### src/rtl/scoreboard_pkg.sv
// scoreboard_pkg: shared game-clock states, digit widths and match-limit helper
package scoreboard_pkg;
  typedef enum logic [2:0] {IDLE, RUNNING, PAUSED, PERIOD_END, GAME_OVER} gc_state_t;
  localparam int SEC_W = 4;
  localparam int DEC_W = 3;
  localparam int MIN_W = 4;
  localparam int PERIOD_W = 3;
  function automatic logic [MIN_W-1:0] limit_of(input logic ot, input int per_min, input int ot_min);
    return ot ? MIN_W'(ot_min) : MIN_W'(per_min);
  endfunction
endpackage

### src/rtl/game_clock_ctrl_buzz_timer.sv
// buzz_timer: loadable down-counter whose done marks the last of CYCLES enabled cycles
module buzz_timer #(
  parameter int CYCLES = 50
) (
  input  logic clk_gc,
  input  logic rst_gc,
  input  logic start,
  input  logic en,
  output logic done
);
  localparam int W = $clog2(CYCLES + 1);
  logic [W-1:0] cnt;
  always_ff @(posedge clk_gc)
    if (!rst_gc) cnt <= '0;
    else if (start) cnt <= W'(CYCLES - 1);
    else if (en && cnt != '0) cnt <= cnt - W'(1);
  assign done = en && cnt == '0;
endmodule

### src/rtl/game_clock_ctrl.sv
// game_clock_ctrl: button/period-end game flow FSM; GAME_CLOCK_OVERTIME_EN adds one overtime period
module game_clock_ctrl
  import scoreboard_pkg::*;
#(
  parameter int PERIOD_MIN  = 9,
  parameter int NUM_PERIODS = 4,
  parameter int BUZZ_CYCLES = 50,
  parameter int OT_MIN      = 5
) (
  input  logic                clk_gc,
  input  logic                rst_gc,
  input  logic                start_btn,
  input  logic                stop_btn,
  input  logic                clr_btn,
  input  logic [SEC_W-1:0]    sec_digit,
  input  logic [DEC_W-1:0]    dec_digit,
  input  logic [MIN_W-1:0]    min_digit,
  output logic                run_en,
  output logic                tm_clr,
  output logic [PERIOD_W-1:0] period,
  output logic                buzzer,
  output logic                game_over
);
  gc_state_t state, state_n;
  logic [PERIOD_W-1:0] period_n;
  logic tm_clr_n, ot, match, done;
`ifdef GAME_CLOCK_OVERTIME_EN
  localparam logic [PERIOD_W-1:0] LAST_P = PERIOD_W'(NUM_PERIODS);
  assign ot = period == PERIOD_W'(NUM_PERIODS);
`else
  localparam logic [PERIOD_W-1:0] LAST_P = PERIOD_W'(NUM_PERIODS - 1);
  assign ot = 1'b0;
`endif
  assign match = state == RUNNING && min_digit == limit_of(ot, PERIOD_MIN, OT_MIN)
                 && dec_digit == '0 && sec_digit == '0;
  buzz_timer #(.CYCLES(BUZZ_CYCLES)) u_buzz (
    .clk_gc (clk_gc),
    .rst_gc (rst_gc),
    .start  (state != PERIOD_END && state_n == PERIOD_END),
    .en     (state == PERIOD_END),
    .done   (done)
  );
  always_comb begin
    state_n  = state;
    period_n = period;
    tm_clr_n = 1'b0;
    case (state)
      IDLE: begin
        tm_clr_n = clr_btn;
        state_n  = !clr_btn && start_btn ? RUNNING : IDLE;
      end
      RUNNING: begin
        tm_clr_n = clr_btn;
        state_n  = clr_btn ? IDLE : match ? PERIOD_END : stop_btn ? PAUSED : RUNNING;
      end
      PAUSED: begin
        tm_clr_n = clr_btn;
        state_n  = clr_btn ? IDLE : start_btn ? RUNNING : PAUSED;
      end
      PERIOD_END: if (done) begin
        state_n  = period == LAST_P ? GAME_OVER : IDLE;
        period_n = period == LAST_P ? period : period + PERIOD_W'(1);
        tm_clr_n = period != LAST_P;
      end
      GAME_OVER: if (clr_btn) begin
        state_n  = IDLE;
        period_n = '0;
        tm_clr_n = 1'b1;
      end
      default: state_n = IDLE;
    endcase
  end
  always_ff @(posedge clk_gc)
    if (!rst_gc) begin
      state     <= IDLE;
      period    <= '0;
      tm_clr    <= 1'b0;
      run_en    <= 1'b0;
      buzzer    <= 1'b0;
      game_over <= 1'b0;
    end else begin
      state     <= state_n;
      period    <= period_n;
      tm_clr    <= tm_clr_n;
      run_en    <= state_n == RUNNING;
      buzzer    <= state_n == PERIOD_END;
      game_over <= state_n == GAME_OVER;
    end
endmodule

### config.mk
export PLATFORM = sky130hd
export DESIGN_NAME = game_clock_ctrl
export DESIGN_NICKNAME = d
export VERILOG_FILES = /design/src/rtl/scoreboard_pkg.sv /design/src/rtl/game_clock_ctrl_buzz_timer.sv /design/src/rtl/game_clock_ctrl.sv
export SDC_FILE = /design/constraint.sdc
export NUM_CORES = 1
export LEC_CHECK = 0
export CAP_MARGIN = 20
export CORE_MARGIN = 5
export CORE_UTILIZATION = 52
export DETAILED_ROUTE_END_ITERATION = 16
export DONT_BUFFER_PORTS = 1
export PLACE_DENSITY = 0.76
export SLEW_MARGIN = 10
export SYNTH_ARGS = -nofsm -noshare
export SYNTH_HDL_FRONTEND = slang
export SYNTH_SLANG_ARGS = --single-unit
### constraint.sdc
create_clock -name clk_gc -period 4.5 [get_ports clk_gc]
set_input_delay 1.125 -clock clk_gc [delete_from_list [all_inputs] [get_ports clk_gc]]
set_output_delay 1.125 -clock clk_gc [all_outputs]
set_load 0.05 [all_outputs]
==> results.py, run 1 <==
metrics = {
    "outcome": {
        "status": "completed",
    },
    "clocking": {
        "root_buffer": "clkbuf_4",
        "cts_tree": "yes",
        "cts_hold_buf": 0,
        "cts_setup_buffers": 0,
        "clock_sinks": 16,
        "clk_latency_ns": 0.29,
        "cts_buffers": 3,
        "htreeDepth": 1,
        "clockBufferDepth": 2,
        "clkTransAtPathRegs_ns": 0.09,
        "cts_resized": 0,
    },
    "critical_path": {
        "crit_slowest_cell": "or4_1",
        "worstPathRequired_ns": 4.72,
        "cp.arrival_ns": 2.87,
        "r2r_slack_ns": 2.25,
        "r2r-end": "u_buzz.cnt[4]",
        "path_delay_family": "simple AND/OR/NAND/NOR gates",
        "critPathMaxFanout": 10,
        "crit_buf_inv": 0,
        "reg2regPathDepth": 4,
        "reg2reg_from": "state[0]",
        "worstSetupPathType": "in2reg",
        "max_stage_delay_ns": 0.72,
        "worstSetupStartpointType": "input pin",
        "cp-end-kind": "flip-flop",
        "worstPathCellList": "or4b_1 > or4_1 > a32o_1 > a211oi_2",
    },
    "route": {
        "routedWlPerCell_um": 14.60,
        "drtPass1Iterations": 4,
        "viasPerCell": 6.526,
        "drc": 0,
        "drt_iter0_drc": 19,
        "wl_um": 1664,
        "ant_nets": 0,
        "vias": 744,
    },
    "sta": {
        "hold_ws_ns": 0.5071,
        "setup_violations": 0,
        "fin_worst_skew_ns": 0.002227,
        "setup_tns_ns": 0,
        "hold_violations": 0,
        "rsz0062_at_grt": "no",
        "timing.final.crit_share": 0.5895,
        "fmax_mhz": 377.0,
        "slew_viol_final": 0,
        "worstMarginPinSlew_ns": 0.7996,
        "relSlewSlack": 0.4624,
        "fin_crit_ns": 2.653,
    },
    "final_layout": {
        "finish.utilization": 0.5690,
        "nFillCells": 143,
        "syn2layout_area_growth_pct": 2.336,
        "instances_no_fill": 114,
        "fin_nets": 120,
        "drive_gt1_frac": 0.05102,
        "antennaDiodeCount": 0,
    },
    "logic_synthesis": {
        "yosys-top-cells-area": "dfxtp_1 (37%), ha_1 (5.8%), a21oi_1 (5.3%), nand3_1 (4.1%), nor2_1 (3.9%)",
        "synth_most_common_cell": "dfxtp_1",
        "synth_area_um2": 857.1,
        "synth_enable_flop_cells": 0,
        "yosysUniqueCellTypes": 40,
        "synth-seq-area-share": 0.3737,
        "synth.avg_cell_area_um2": 8.746,
        "netlist_instances": 98,
        "synth_fp_nets": 118,
        "ys_top_cells_by_count": "dfxtp_1 (16), a21oi_1 (9), nor2_1 (9), nand3_1 (7), inv_1 (6)",
        "synthArstFlopShare": 0,
        "synth.top_cell.area_share": 0.3737,
        "yosys_most_used_dff": "dfxtp_1",
        "yosysWarningCount": 0,
        "synth-seq-cells": 16,
        "yosysTopAreaCell": "dfxtp_1",
    },
    "die": {
        "die_area_um2": 2560,
        "die_x_um": 50.60,
        "ioPinCount": 23,
        "start_util": 0.5560,
        "rows": 14,
        "core_um2": 1541,
        "die_h_um": 50.60,
    },
    "pwr": {
        "power_density_nw_per_um2": 264.5,
        "ir_worst_vdd_mv": 0.1277,
        "leakage_nw": 0.3114,
    },
    "placement": {
        "portBuffers": 0,
        "gp_congestion": 0.8478,
        "hpwl_um": 1273,
        "placed_cells": 111,
    },
    "global_routing": {
        "grt_max_degree": 12,
        "first_global_vias": 633,
        "grt_pass1_wl_um": 2739,
        "antenna_found_initial": 0,
        "gr-total-overflow": 0,
        "grtUsageTotal": 0.1345,
    },
    "hold_path": {
        "hold_class": "reg2reg",
        "whs_endpoint": "u_buzz.cnt[1]",
        "min_from": "u_buzz.cnt[1]",
        "hold_depth": 2,
    },
    "job": {
        "max-cap-violations": 0,
    },
}
[worst reg2reg max path: cells and delay by family, from the launching register on]
| family | cells | cell delay [ns] |
|---|---|---|
| flops | 1 | 0.48 |
| simple gates | 2 | 1.22 |
| compound gates | 2 | 0.48 |
[worst max-delay path by stage]
stage                     slack [ns]             to    start  cells after the start
final                           1.85  u_buzz.cnt[4]  clr_btn                      4
after global routing            1.78  u_buzz.cnt[4]  clr_btn                      4
after global placement          1.57  u_buzz.cnt[4]  clr_btn                      4
after detailed placement        1.56  u_buzz.cnt[4]  clr_btn                      4
after CTS                       1.86  u_buzz.cnt[4]  clr_btn                      4
after floorplan                 1.70  u_buzz.cnt[4]  clr_btn                      5
[cells by family (layout without fill, tap and decap cells)]
group,Yosys count,after routing,synth area share
AOI/OAI and AO/OA,26,26,0.2073
adders and majority gates,4,4,0.05840
buffers and inverters,9,9,0.05255
muxes,1,1,0.01168
DFF,16,16,0.3737
and+or+nand+nor,42,42,0.2964
[power by group]
| group | internal (mW) | switching [mW] |
|---|---|---|
| Sequential | 0.143 | 0.00471 |
| Clock | 0.0311 | 0.0446 |
| Combinational | 0.00362 | 0.00503 |
| Total | 0.178 | 0.0543 |
[flip-flops by register name, indices dropped and copies added (netlist names)]
signal / flops
game_over: 1
run_en: 1
tm_clr: 1
u_buzz.cnt: 6
state: 3
period: 3
buzzer: 1
[area by class of cell]
type,instances,area (um^2),share of cell area
inverter,6,22.52,0.02568
multi-input combinational,73,491.7,0.5606
tap,16,20.02,0.02282
clock buffer,3,22.52,0.02568
sequential,16,320.3,0.3652
[routing by layer]
metal  wire length (um)  track usage  vias to the layer above
li1                   -            -                      379
met1                809       0.1961                      333
met2                689       0.1715                       26
met3                132      0.04142                        6
met4                 33      0.07234                        0
met5                  0            0                        -
[stage by stage]
stage	cell area [um^2]	setup slack, ns	power [mW]
global route	877.1	1.785	0.2405
global placement	854.6	1.566	0.1595
finish	877.1	1.847	0.2320
floorplan	857.1	1.704	0.1584
CTS	877.1	1.856	0.2333
detailed placement	854.6	1.561	0.1596
[cell usage in the layout, fill, tap and decap left out, drive strengths merged, types with 4 or more instances in the layout]
master / netlist / routed
nand3: 7 / 7
inv: 6 / 6
dfxtp: 16 / 16
nor2: 9 / 9
a21oi: 9 / 9
ha: 4 / 4
nor3: 4 / 4
(Power assumes the default switching activity.)
==> run 2, diff against run 1 <==
ABC_AREA = 1   (was not set)
clock period = 2.75 ns   (was 4.5 ns; I/O delays follow)
==> run 2 against run 1 <==
Net effect: count of clock-buffer cells in the layout unchanged; sequential power increased by 64%; wire length shrank 6.1%; clock skew shrank 0.00063 ns; critical path type is now reg2reg; largest cell class unchanged; largest power group unchanged.
==> results.py, run 2 <==
metrics = {
    "placement": {
        "gp_congestion": 0.7989,
        "hpwl_um": 1264,
        "place_area_um2": 865.8,
        "portBuffers": 0,
        "place_ws_ns": 1.005,
    },
    "pwr": {
        "clkPwrFrac": 0.316,
        "ir_worst_vdd_mv": 0.3126,
        "net-switching-power_mw": 0.09091,
        "internal_power_mw": 0.2923,
        "pwr-share-seq": 0.633,
        "swShare": 0.2372,
        "power_density_nw_per_um2": 431.4,
        "leakage_nw": 0.4095,
        "comb_power_share": 0.051,
    },
    "die": {
        "die_area_um2": 2533,
        "ioPinCount": 23,
        "rows": 14,
        "die_x_um": 50.33,
        "die_h_um": 50.33,
        "core_um2": 1524,
        "start_util": 0.5550,
    },
    "route": {
        "wl_um": 1562,
        "drtPass1Iterations": 4,
        "ant_nets": 0,
        "drc": 0,
        "drt_iter0_drc": 15,
        "routedWlPerCell_um": 10.92,
        "vias": 714,
        "viasPerCell": 4.993,
    },
    "logic_synthesis": {
        "synth_enable_flop_cells": 0,
        "synthArstFlopShare": 0,
        "yosys-top-cells-area": "dfxtp_1 (38%), nor2_1 (12%), nand2_1 (8.9%), inv_1 (8.4%), ha_1 (5.9%)",
        "yosysTopAreaCell": "dfxtp_1",
        "synth_area_um2": 845.8,
        "yosys_most_used_dff": "dfxtp_1",
        "ys_top_cells_by_count": "nor2_1 (27), nand2_1 (20), inv_1 (19), dfxtp_1 (16)",
        "synth-seq-cells": 16,
        "synth.top_cell.area_share": 0.3787,
        "synth.avg_cell_area_um2": 6.821,
        "yosysWarningCount": 0,
        "yosysUniqueCellTypes": 19,
        "synth_most_common_cell": "nor2_1",
        "synth-seq-area-share": 0.3787,
        "synth_fp_nets": 144,
        "netlist_instances": 124,
    },
    "sta": {
        "fin_crit_ns": 1.760,
        "slew_viol_final": 0,
        "timing.final.crit_share": 0.6398,
        "setup_violations": 0,
        "hold_violations": 0,
        "rsz0062_at_grt": "no",
        "relSlewSlack": 0.6214,
        "setup_tns_ns": 0,
        "layout_setup_ws_ns": 0.9904,
        "fmax_mhz": 568.3,
        "worstMarginPinSlew_ns": 0.5671,
        "hold_ws_ns": 0.5234,
        "fin_worst_skew_ns": 0.001599,
    },
    "hold_path": {
        "whs_endpoint": "state[1]",
        "hold_depth": 2,
        "min_from": "rst_gc",
        "hold_class": "in2reg",
    },
    "final_layout": {
        "final_area_um2": 888.4,
        "mostFrequentLayoutCell": "nor2_1",
        "fin_nets": 149,
        "mostFrequentLayoutCells": "nor2_1 (27), nand2_1 (20), inv_1 (19)",
        "drive_gt1_frac": 0.1102,
        "antennaDiodeCount": 0,
        "largest_register_ffs": 6,
        "syn2layout_area_growth_pct": 5.030,
        "reg.largest.list": "u_buzz.cnt: 6 flops, period: 3 flops, state: 3 flops",
        "top_register": "u_buzz.cnt",
        "finish.utilization": 0.5829,
    },
    "critical_path": {
        "worstSetupPathType": "reg2reg",
        "reg2regPathDepth": 8,
        "worstSetupStartpointType": "flip-flop",
        "worstPathRequired_ns": 2.93,
        "critPathMaxFanout": 5,
        "r2r-end": "period[0]",
        "cp-end-kind": "flip-flop",
        "reg2reg_from": "period[0]",
        "cp.arrival_ns": 1.94,
        "r2r_slack_ns": 0.99,
    },
    "clocking": {
        "clock_sinks": 16,
        "clk_latency_ns": 0.29,
        "root_buffer": "clkbuf_4",
        "cts_hold_buf": 0,
        "htreeDepth": 1,
        "cts_tree": "yes",
        "cts_setup_buffers": 0,
        "cts_buffers": 3,
        "cts_resized": 0,
        "clockBufferDepth": 2,
        "clkTransAtPathRegs_ns": 0.08,
    },
    "outcome": {
        "status": "completed",
    },
    "global_routing": {
        "grt_max_degree": 11,
        "antenna_found_initial": 0,
        "first_global_vias": 648,
        "grtUsageTotal": 0.1320,
        "gr-total-overflow": 0,
        "grt_pass1_wl_um": 2628,
    },
    "job": {
        "max-cap-violations": 0,
    },
}
## run 2: worst max-delay path by stage
stage / to / cells past startpoint / startpoint / slack [ns]
4_1_cts: period[0] / 8 / period[0] / 0.97
2_1_floorplan: period[0] / 8 / period[0] / 1.13
6_report: period[0] / 8 / period[0] / 0.99
3_5_place_dp: period[2] / 8 / period[0] / 1.00
5_1_grt: period[0] / 8 / period[2] / 0.75
3_3_place_gp: period[0] / 8 / period[0] / 1.07
## run 2: power groups by stage
stage	sequential, mW	clock, mW	combinational, mW
finish	0.243	0.121	0.0195
global route	0.243	0.136	0.0232
CTS	0.243	0.126	0.0195
detailed placement	0.248	0	0.0194
global placement	0.248	0	0.0188
floorplan	0.247	0	0.0162
## run 2: logic make-up after synthesis
group	share of synthesized area
AO/OA/AOI/OAI	0.08283
adder cells (fa/ha/maj)	0.05917
AND/OR/NAND/NOR	0.3403
XOR/XNOR	0.04143
flip-flops	0.3787
buffers and inverters	0.09763
## run 2: stage by stage
stage,total power [mW],std cells
3_5_place_dp,0.2675,140
2_1_floorplan,0.2636,124
6_report,0.3832,143
3_3_place_gp,0.2668,140
4_1_cts,0.3884,143
5_1_grt,0.4025,143
## run 2: worst max-delay path, stage by stage (launching register included)
cell and delay [ns]:
dfxtp_1 0.51, ha_1 0.31, ha_1 0.20, o21ai_0 0.20
nand3_2 0.11, inv_2 0.09, o21ai_0 0.08, o21ai_0 0.10
nor2_1 0.05
## run 2: routing by layer
| metal | up-vias | track usage | wire length [um] |
|---|---|---|---|
| met1 | 293 | 0.1812 | 729 |
| met3 | 5 | 0.02959 | 135 |
| li1 | 392 | - | - |
| met4 | 0 | 0.07660 | 39 |
| met5 | - | 0 | 0 |
| met2 | 24 | 0.1883 | 658 |
## run 2: final cells by class
type | instances | area [um^2]
clock buffer | 3 | 22.52
fill | 145 | 635.6
inverter | 22 | 82.58
multi-input combinational | 86 | 442.9
sequential | 16 | 320.3
tap | 16 | 20.02
